$ cat config.mk
export PLATFORM = sky130hd
export DESIGN_NAME = spart_rx
export DESIGN_NICKNAME = d
export VERILOG_FILES = /design/src/rtl/spart_rx.sv
export SDC_FILE = /design/constraint.sdc
export NUM_CORES = 1
export LEC_CHECK = 0
export BUFFER_PORTS_ARGS = -buffer_cell sky130_fd_sc_hd__buf_4
export CAP_MARGIN = 10
export CORE_MARGIN = 4
export CORE_UTILIZATION = 59
export CTS_BUF_LIST = sky130_fd_sc_hd__clkbuf_4
export CTS_CLUSTER_DIAMETER = 50
export DETAILED_ROUTE_END_ITERATION = 7
export PLACE_DENSITY = 0.9
export SYNTH_ARGS = -nofsm -noshare
export SYNTH_HDL_FRONTEND = slang
export SYNTH_SLANG_ARGS = --single-unit
$ cat constraint.sdc
create_clock -name clk -period 2 [get_ports clk]
set_clock_uncertainty 0.2 [all_clocks]
set_input_delay 0.6 -clock clk [delete_from_list [all_inputs] [get_ports clk]]
set_output_delay 0.6 -clock clk [all_outputs]
set_load 0.005 [all_outputs]
$ cat src/rtl/spart_rx.sv
// SPART receive half: 8N1 deserialiser driven by the shared oversampling enable.
// Define SPART_RX_MAJORITY_EN for 2-of-3 majority voting at every sample point.
module spart_rx #(
  parameter int OVERSAMPLE  = 16,
  parameter int SYNC_STAGES = 2
) (
  input  logic       clk,
  input  logic       rst_n,
  input  logic       enable,
  input  logic       rxd,
  input  logic       iocs,
  input  logic       iorw,
  input  logic [1:0] ioaddr,
  output logic [7:0] rx_data,
  output logic       rda,
  output logic       framing_err,
  output logic       overrun
);

  localparam int CW = $clog2(OVERSAMPLE) + 1;

  localparam logic [1:0] S_IDLE  = 2'd0;
  localparam logic [1:0] S_START = 2'd1;
  localparam logic [1:0] S_DATA  = 2'd2;
  localparam logic [1:0] S_STOP  = 2'd3;

`ifdef SPART_RX_MAJORITY_EN
  localparam int MAJ = 1;
`else
  localparam int MAJ = 0;
`endif

  // Decision points: the start bit is judged at its centre (+1 with voting); every
  // later bit is judged OVERSAMPLE enables after the previous decision.
  localparam logic [CW-1:0] START_DEC = CW'(OVERSAMPLE / 2 - 1 + MAJ);
  localparam logic [CW-1:0] BIT_DEC   = CW'(OVERSAMPLE - 1);

  logic [SYNC_STAGES-1:0] r_sync;
  logic                   w_rx_s;
  logic [1:0]             r_state;
  logic [CW-1:0]          r_en_cnt;
  logic [2:0]             r_bit_cnt;
  logic [7:0]             r_shift;
  logic                   r_armed;
  logic [CW-1:0]          w_dec_pt;
  logic                   w_samp;
  logic                   w_bit;
  logic                   w_rd;
  logic                   w_done;

  always_ff @(posedge clk or negedge rst_n) begin
    if (!rst_n) r_sync <= '1;
    else        r_sync <= {r_sync[SYNC_STAGES-2:0], rxd};
  end

  assign w_rx_s   = r_sync[SYNC_STAGES-1];
  assign w_dec_pt = (r_state == S_START) ? START_DEC : BIT_DEC;
  assign w_samp   = enable && (r_state != S_IDLE) && (r_en_cnt == w_dec_pt);
  assign w_rd     = iocs && iorw && (ioaddr == 2'b00);
  assign w_done   = w_samp && (r_state == S_STOP);

`ifdef SPART_RX_MAJORITY_EN
  logic [1:0] r_maj;

  // The two earlier votes are captured on the enables just before the decision.
  always_ff @(posedge clk or negedge rst_n) begin
    if (!rst_n) begin
      r_maj <= '1;
    end else if (enable && (r_state != S_IDLE)) begin
      if (r_en_cnt == w_dec_pt - CW'(2)) r_maj[0] <= w_rx_s;
      if (r_en_cnt == w_dec_pt - CW'(1)) r_maj[1] <= w_rx_s;
    end
  end

  assign w_bit = (r_maj[0] & r_maj[1]) | (r_maj[0] & w_rx_s) | (r_maj[1] & w_rx_s);
`else
  assign w_bit = w_rx_s;
`endif

  always_ff @(posedge clk or negedge rst_n) begin
    if (!rst_n) begin
      r_state   <= S_IDLE;
      r_en_cnt  <= '0;
      r_bit_cnt <= '0;
      r_shift   <= '0;
      r_armed   <= 1'b0;
    end else begin
      case (r_state)
        S_IDLE: begin
          r_en_cnt <= '0;
          // A start needs a high level seen in IDLE first, so a stuck-low line
          // yields a single frame rather than a stream of them.
          if (w_rx_s) begin
            r_armed <= 1'b1;
          end else if (r_armed) begin
            r_armed <= 1'b0;
            r_state <= S_START;
          end
        end
        S_START: begin
          if (w_samp) begin
            r_en_cnt <= '0;
            if (!w_bit) begin
              r_state   <= S_DATA;
              r_bit_cnt <= '0;
            end else begin
              r_state <= S_IDLE;
            end
          end else if (enable) begin
            r_en_cnt <= r_en_cnt + CW'(1);
          end
        end
        S_DATA: begin
          if (w_samp) begin
            r_en_cnt  <= '0;
            r_shift   <= {w_bit, r_shift[7:1]};
            r_bit_cnt <= r_bit_cnt + 3'd1;
            if (r_bit_cnt == 3'd7) r_state <= S_STOP;
          end else if (enable) begin
            r_en_cnt <= r_en_cnt + CW'(1);
          end
        end
        default: begin
          if (w_samp) begin
            r_en_cnt <= '0;
            r_state  <= S_IDLE;
          end else if (enable) begin
            r_en_cnt <= r_en_cnt + CW'(1);
          end
        end
      endcase
    end
  end

  // A completing frame takes priority over a coincident read; the read then only
  // suppresses the overrun it would otherwise have caused.
  always_ff @(posedge clk or negedge rst_n) begin
    if (!rst_n) begin
      rx_data     <= '0;
      rda         <= 1'b0;
      framing_err <= 1'b0;
      overrun     <= 1'b0;
    end else if (w_done) begin
      rx_data     <= r_shift;
      rda         <= 1'b1;
      framing_err <= ~w_bit;
      overrun     <= w_rd ? 1'b0 : (overrun | rda);
    end else if (w_rd) begin
      rda         <= 1'b0;
      framing_err <= 1'b0;
      overrun     <= 1'b0;
    end
  end

endmodule

==> results.json, run 1 <==
{
  "outcome": "finished, final reports clean",
  "pin_count": 19,
  "clk_transition_reported_paths_ns": 0.09,
  "cts_htree_levels": 2,
  "initialDrtViolationCount": 48,
  "drive_above_1_share_pct": 40.8,
  "timing.critical_path.fanout_max": 12,
  "post-route-drc-count": 0,
  "slew_violations": 0,
  "most_area_hungry_cell_type_in_the_yosys_netlist": "dfrtp_1",
  "synth_cell_types": 34,
  "slew_headroom_pct": 69.4,
  "grt_antenna_before_repair": 0,
  "chipWidth_um": 58.3,
  "all_layer_global_routing_usage_pct": 19.6,
  "first_pass_iters": 4,
  "min_period_over_period_pct": 91.8,
  "number_of_setup_buffers_added_after_cts": 0,
  "post_drt_wl_per_cell_um": 16.0,
  "timing_worst_slew_pin_value_ns": 0.457,
  "row_count": 17,
  "dieHeight_um": 58.3,
  "cp.arrival_ns": 1.86,
  "synth-xor-area-share_pct": 0.587,
  "cts-buffers-inserted": 5,
  "grt_start_max_net_pins": 33,
  "final_estimated_routing_congestion_in_global_placement": 0.820,
  "synthToLayoutAreaGrowth_pct": 16.7,
  "ys_warn_count": 0,
  "fin_util_pct": 75.1,
  "ir_drop_uv": 710,
  "setup_repair_after_global_routing_missed_its_margin": "false",
  "ctsLongestPathBuffers": 2,
  "wire_length_of_the_first_global_routing_pass_um": 4890,
  "die-area_um2": 3400,
  "placement.io_buffers": 18,
  "final-setup-viol-count": 0,
  "worst_skew_pair.late_latency_ns": 0.33,
  "synth.cell_area_um2": 1490,
  "synth_area_per_cell_um2": 13.1,
  "detail-route-antenna-nets": 0,
  "layout_cells_excl_fill": 170,
  "critical_path.endpoint_type": "register",
  "yosys.area.top_type_share_pct": 50.3,
  "synth.ff_latch_count": 32,
  "timing.max_cap.violations": 0,
  "clk_root_buffer_cell": "clkbuf_4",
  "timing_worst_setup_path_type": "register to register",
  "critPathTopFamily": "flip-flops",
  "synth-adder-area-share_pct": 2.51,
  "instance_count_after_placement_with_tap_cells_included": 161,
  "synth_simple_gate_area_share_pct": 12.3,
  "synth_compound_gate_area_share_pct": 10.4,
  "number_of_global_route_vias_before_repair": 995,
  "crit_path_cell_trace": "ha_1, and3b_4, buf_4, nand3_4, mux2_2",
  "dr_total_vias": 992,
  "antennaDiodeCount": 0,
  "critPathRequiredTime_ns": 2.02,
  "holdCritPathClass": "register to register",
  "post_drt_via_cell_ratio": 5.84,
  "hpwlAfterDp_um": 1960,
  "critPathMaxStageDelay_ns": 0.43,
  "cts_tree": "done",
  "period_minus_slack_ns": 1.84,
  "total_wirelength_of_the_detailed_routed_design_um": 2720,
  "core_area_um2": 2320,
  "net_count_reported_at_finish": 152,
  "max_clock_freq_mhz": 544,
  "cp_num_buf_inv": 1,
  "total_leakage_power_uw": 0.000869,
  "clock_sink_count": 32,
  "synth_sequential_area_ratio_pct": 53.8,
  "cellPowerDensity_nw_per_um2": 889,
  "worst_path_max_delay_cell": "dfrtp_1",
  "synth_top_family_by_area": "multiplexers",
  "synth.top_cells.by_area": "dfrtp_1 (50%), mux2_4 (14%), dfstp_2 (3.5%)",
  "synth_cells": 114,
  "synth.mux.area_fraction_pct": 17.1,
  "grt_remaining_overflow": 0,
  "fillerInstances": 144,
  "final-hold-violation-count": 0,
  "initial_core_utilization_pct": 64.4,
  "nets_in_the_synthesized_netlist": 125,
  "setup.worst_path.start_class": "register"
}
[registers in the layout, summed over array words and instances, names as in the netlist]
signal       cells
r_armed          1
r_en_cnt         5
r_bit_cnt        3
overrun          1
rx_data          8
r_sync           2
r_shift          8
rda              1
framing_err      1
r_state          2
[synth_stat cells (all sizes together)]
master,number
dfrtp,30
o2bb2ai,1
nand2b,3
and2,1
a22o,5
nand3,5
nand4b,1
a32oi,1
nor3,2
a31oi,2
xor2,1
a22oi,1
mux2,18
nand4,1
clkbuf,1
a41oi,1
nand3b,1
ha,3
inv,2
a2111oi,1
and4b,1
and3b,1
o21ai,5
a221o,1
buf,5
and3,2
a21oi,3
dfstp,2
nand2,5
nor2,8
[metal layers]
layer | up-vias | part of all wire, % | global-route usage [%]
met1 | 486 | 41 | 23.5
met4 | 0 | 3.1 | 11.9
met3 | 10 | 4.6 | 5.26
met5 | - | 0 | 0
li1 | 469 | - | -
met2 | 27 | 51 | 31.3
[layout by cell type, fill, tap and decap left out]
cell,count
a32oi_1,1
a21oi_1,3
nor3_1,2
nand4b_1,1
o21ai_0,5
mux2_2,4
nand4_1,1
a221o_1,1
nand3_1,4
a22oi_1,1
clkinv_1,1
dfstp_2,2
dfrtp_1,30
a31oi_1,2
o2bb2ai_1,1
buf_4,25
inv_1,2
nand3_4,1
clkbuf_4,7
ha_1,3
nand2b_1,3
and3b_4,1
xor2_1,1
nor2_1,8
and4b_4,1
a2111oi_2,1
and3_2,2
a22o_1,5
nand3b_1,1
and2_0,1
a41oi_1,1
mux2_4,14
dlygate4sd3_1,1
nand2_1,5
[cells by family (layout without fill, tap and decap cells)]
kind of cell / Yosys count / count (layout)
DFF: 32 / 32
and+or+nand+nor: 31 / 31
AOI/OAI and AO/OA: 21 / 21
muxes: 18 / 18
buffers and inverters: 8 / 36
adders and majority gates: 3 / 3
xor gates and xnor gates: 1 / 1
[final timing paths]
check,slack [ns],startpoint,end,depth (start not counted)
worst min-delay path,0.16,r_sync[0],r_sync[1],0
min in group asynchronous,0.53,rst_n,rx_data[0],2
max in group asynchronous,0.75,rst_n,r_sync[0],2
worst max register to register,0.16,r_en_cnt[0],rx_data[3],5
worst max-delay path,0.16,r_en_cnt[0],rx_data[3],5
worst min register to register,0.16,r_sync[0],r_sync[1],0
[final cells by class]
class	count	area, µm²	share of cell area [%]
Clock buffer	7	52.6	3.02
Clock inverter	1	3.75	0.216
Inverter	2	7.51	0.431
Multi-Input combinational cell	74	642	36.9
Sequential cell	32	803	46.1
Tap cell	28	35.0	2.01
Timing Repair Buffer	26	198	11.4
[per-stage QoR]
| stage | TNS (ns) | total power [µW] | setup WS (ns) | area, µm² | hold slack [ns] |
|---|---|---|---|---|---|
| final | 0 | 1550 | 0.163 | 1740 | 0.160 |
| after global routing | 0 | 1670 | 0.0344 | 1740 | 0.145 |
| after CTS | 0 | 1560 | 0.0600 | 1740 | 0.153 |
| after detailed placement | -0.0150 | 1190 | -0.00714 | 1670 | 0.147 |
| after global placement | 0 | 1160 | 0.0469 | 1670 | 0.147 |
| after floorplan | 0 | 1050 | 0.241 | 1490 | 0.104 |
[repair_timing]
action	CTS	global route
gates resized for setup	0	1
hold endpoints to repair	30	0
hold buffers	1	0
endpoints found under the setup margin	0	5
[where the power goes]
part           leakage, µW  switching (µW)  internal, µW
clock            0.0000338             204           162
sequential        0.000427            75.4           722
combinational     0.000408             211           174
(Power assumes the default switching activity.)
==> run 2: changes to the inputs <==
==> constraint.sdc (replaced) <==
create_clock -name clk -period 1.98 [get_ports clk]
set_clock_uncertainty 0.2 [all_clocks]
set_input_delay 0.594 -clock clk [delete_from_list [all_inputs] [get_ports clk]]
set_output_delay 0.594 -clock clk [all_outputs]
set_load 0.005 [all_outputs]
==> run 2 against run 1 <==
  * Hold slack lost 0.0045 ns
  * Sequential cell count did not move
  * Sequential share of layout area is 0.17 points higher
  * Maximum frequency is 1.0% lower
  * Largest cell class unchanged
==> results.json, run 2 (same netlist as run 1, synthesis figures left out) <==
{
  "outcome": "finished, final reports clean",
  "synthToLayoutAreaGrowth_pct": 16.3,
  "multi_input_gate_area_um2": 642,
  "grt_antenna_before_repair": 0,
  "grt_start_max_net_pins": 33,
  "net_count_reported_at_finish": 152,
  "initialDrtViolationCount": 41,
  "internal-power_uw": 1050,
  "die-area_um2": 3400,
  "cp_num_buf_inv": 1,
  "detail-route-antenna-nets": 0,
  "timing.critical_path.fanout_max": 12,
  "design_area_final_um2": 1740,
  "drive_above_1_share_pct": 41.1,
  "setup_repair_after_global_routing_missed_its_margin": "false",
  "row_count": 17,
  "total_leakage_power_uw": 0.000867,
  "placement.cell_area_um2": 1670,
  "switching_component_of_the_power_uw": 505,
  "number_of_setup_buffers_added_after_cts": 0,
  "final-setup-viol-count": 0,
  "timing.max_cap.violations": 0,
  "layout.area.seq_um2": 803,
  "post_drt_wl_per_cell_um": 16.5,
  "clk_root_buffer_cell": "clkbuf_4",
  "critical_path.endpoint_type": "register",
  "fillerInstances": 162,
  "min_period_over_period_pct": 93.7,
  "cp.arrival_ns": 1.87,
  "power.share.switching_pct": 32.4,
  "slew_headroom_pct": 70.8,
  "holdCritPathClass": "input pin to register",
  "final-hold-violation-count": 0,
  "final_estimated_routing_congestion_in_global_placement": 0.820,
  "dr_total_vias": 968,
  "clock_sink_count": 32,
  "ctsLongestPathBuffers": 2,
  "worst_path_max_delay_cell": "dfrtp_1",
  "combinationalPowerShare_pct": 25.3,
  "post_drt_via_cell_ratio": 5.73,
  "first_pass_iters": 6,
  "layout_commonest_cell": "dfrtp_1",
  "commonest_non_fill_non_tap_cells_in_the_layout": "dfrtp_1 (30), buf_4 (25), mux2_4 (14), nor2_1 (8), clkbuf_4 (6)",
  "cts_htree_levels": 2,
  "critPathMaxStageDelay_ns": 0.44,
  "p_seq_share_pct": 51.7,
  "hpwlAfterDp_um": 1980,
  "setup.worst_path.start_class": "register",
  "slew_violations": 0,
  "all_layer_global_routing_usage_pct": 19.1,
  "crit_path_cell_trace": "ha_1, and3b_4, buf_4, nand3_4, mux2_2",
  "total_wirelength_of_the_detailed_routed_design_um": 2790,
  "antennaDiodeCount": 0,
  "number_of_global_route_vias_before_repair": 1028,
  "core_area_um2": 2320,
  "clk_transition_reported_paths_ns": 0.10,
  "wire_length_of_the_first_global_routing_pass_um": 4830,
  "dieHeight_um": 58.3,
  "cts-buffers-inserted": 5,
  "timing_worst_setup_path_type": "register to register",
  "initial_core_utilization_pct": 64.4,
  "pin_count": 19,
  "critPathRequiredTime_ns": 2.00,
  "ir_drop_uv": 607,
  "top_regs": "r_shift x8, rx_data x8, r_en_cnt x5",
  "placement.io_buffers": 18,
  "cellPowerDensity_nw_per_um2": 897,
  "max_clock_freq_mhz": 539,
  "worst_skew_pair.late_latency_ns": 0.33,
  "critPathTopFamily": "flip-flops",
  "clock_power_share_pct": 23.0,
  "timing_worst_slew_pin_value_ns": 0.433,
  "chipWidth_um": 58.3,
  "total_power_uw": 1560,
  "grt_remaining_overflow": 0,
  "post-route-drc-count": 0,
  "cts_tree": "done",
  "period_minus_slack_ns": 1.86
}
## run 2: cell types whose count changed in the layout (fill, tap and decap cells not counted), sizes merged
| cell | previous run | this run |
|---|---|---|
| clkbuf | 7 | 6 |
## run 2: final timing paths
check	slack [ns]	cells past startpoint	end	start
setup / recovery	0.12	5	rx_data[4]	r_en_cnt[0]
hold / removal	0.16	1	r_sync[0]	rxd
setup reg to reg	0.12	5	rx_data[4]	r_en_cnt[0]
hold reg to reg	0.16	0	r_sync[1]	r_sync[0]
max in group asynchronous	0.75	2	r_sync[0]	rst_n
min in group asynchronous	0.52	2	framing_err	rst_n
## run 2: repair_timing
| action | CTS | global route |
|---|---|---|
| endpoints found under the setup margin | 0 | 8 |
| endpoints found under the hold margin | 30 | 0 |
| resized for setup | 0 | 1 |
| hold buffers | 1 | 0 |
## run 2: cell type report
class | count | share of cell area (%)
sequential | 32 | 46.3
timing repair buffer | 26 | 11.4
inverter | 2 | 0.433
clock buffer | 6 | 2.60
clock inverter | 1 | 0.288
tap | 28 | 2.02
multi-input combinational | 74 | 37.0
## run 2: per-stage QoR
stage / hold WS (ns) / setup slack [ns] / cells / setup TNS, ns / util, %
6_report: 0.155 / 0.124 / 169 / 0 / 74.9
5_1_grt: 0.131 / 0.0619 / 169 / 0 / 74.9
4_1_cts: 0.156 / 0.0150 / 169 / 0 / 74.8
3_5_place_dp: 0.151 / -0.0248 / 161 / -0.166 / 72.2
3_3_place_gp: 0.147 / 0.0332 / 161 / 0 / 72.2
2_1_floorplan: 0.0984 / 0.221 / 114 / 0 / -
## run 2: routing by layer
metal	up-vias	global-route usage [%]	share of wire [%]
li1	466	-	-
met1	476	22.3	41
met2	22	32.2	53
met3	4	7.24	4.4
met4	0	6.29	1.5
met5	-	0	0
## run 2: power by group through the flow
stage                     clock (µW)  sequential, µW  combinational (µW)
after detailed placement           0             813                 388
after floorplan                    0             794                 269
after global routing             400             816                 436
after CTS                        360             803                 392
after global placement             0             802                 369
final                            358             805                 393
## run 2: worst reg2reg max path, delay by kind of cell, from the launching register on
kind | cells | cell delay (ns)
fa+ha+maj | 1 | 0.24
buf+inv | 1 | 0.14
flops | 1 | 0.44
mux | 1 | 0.36
simple gates | 2 | 0.37
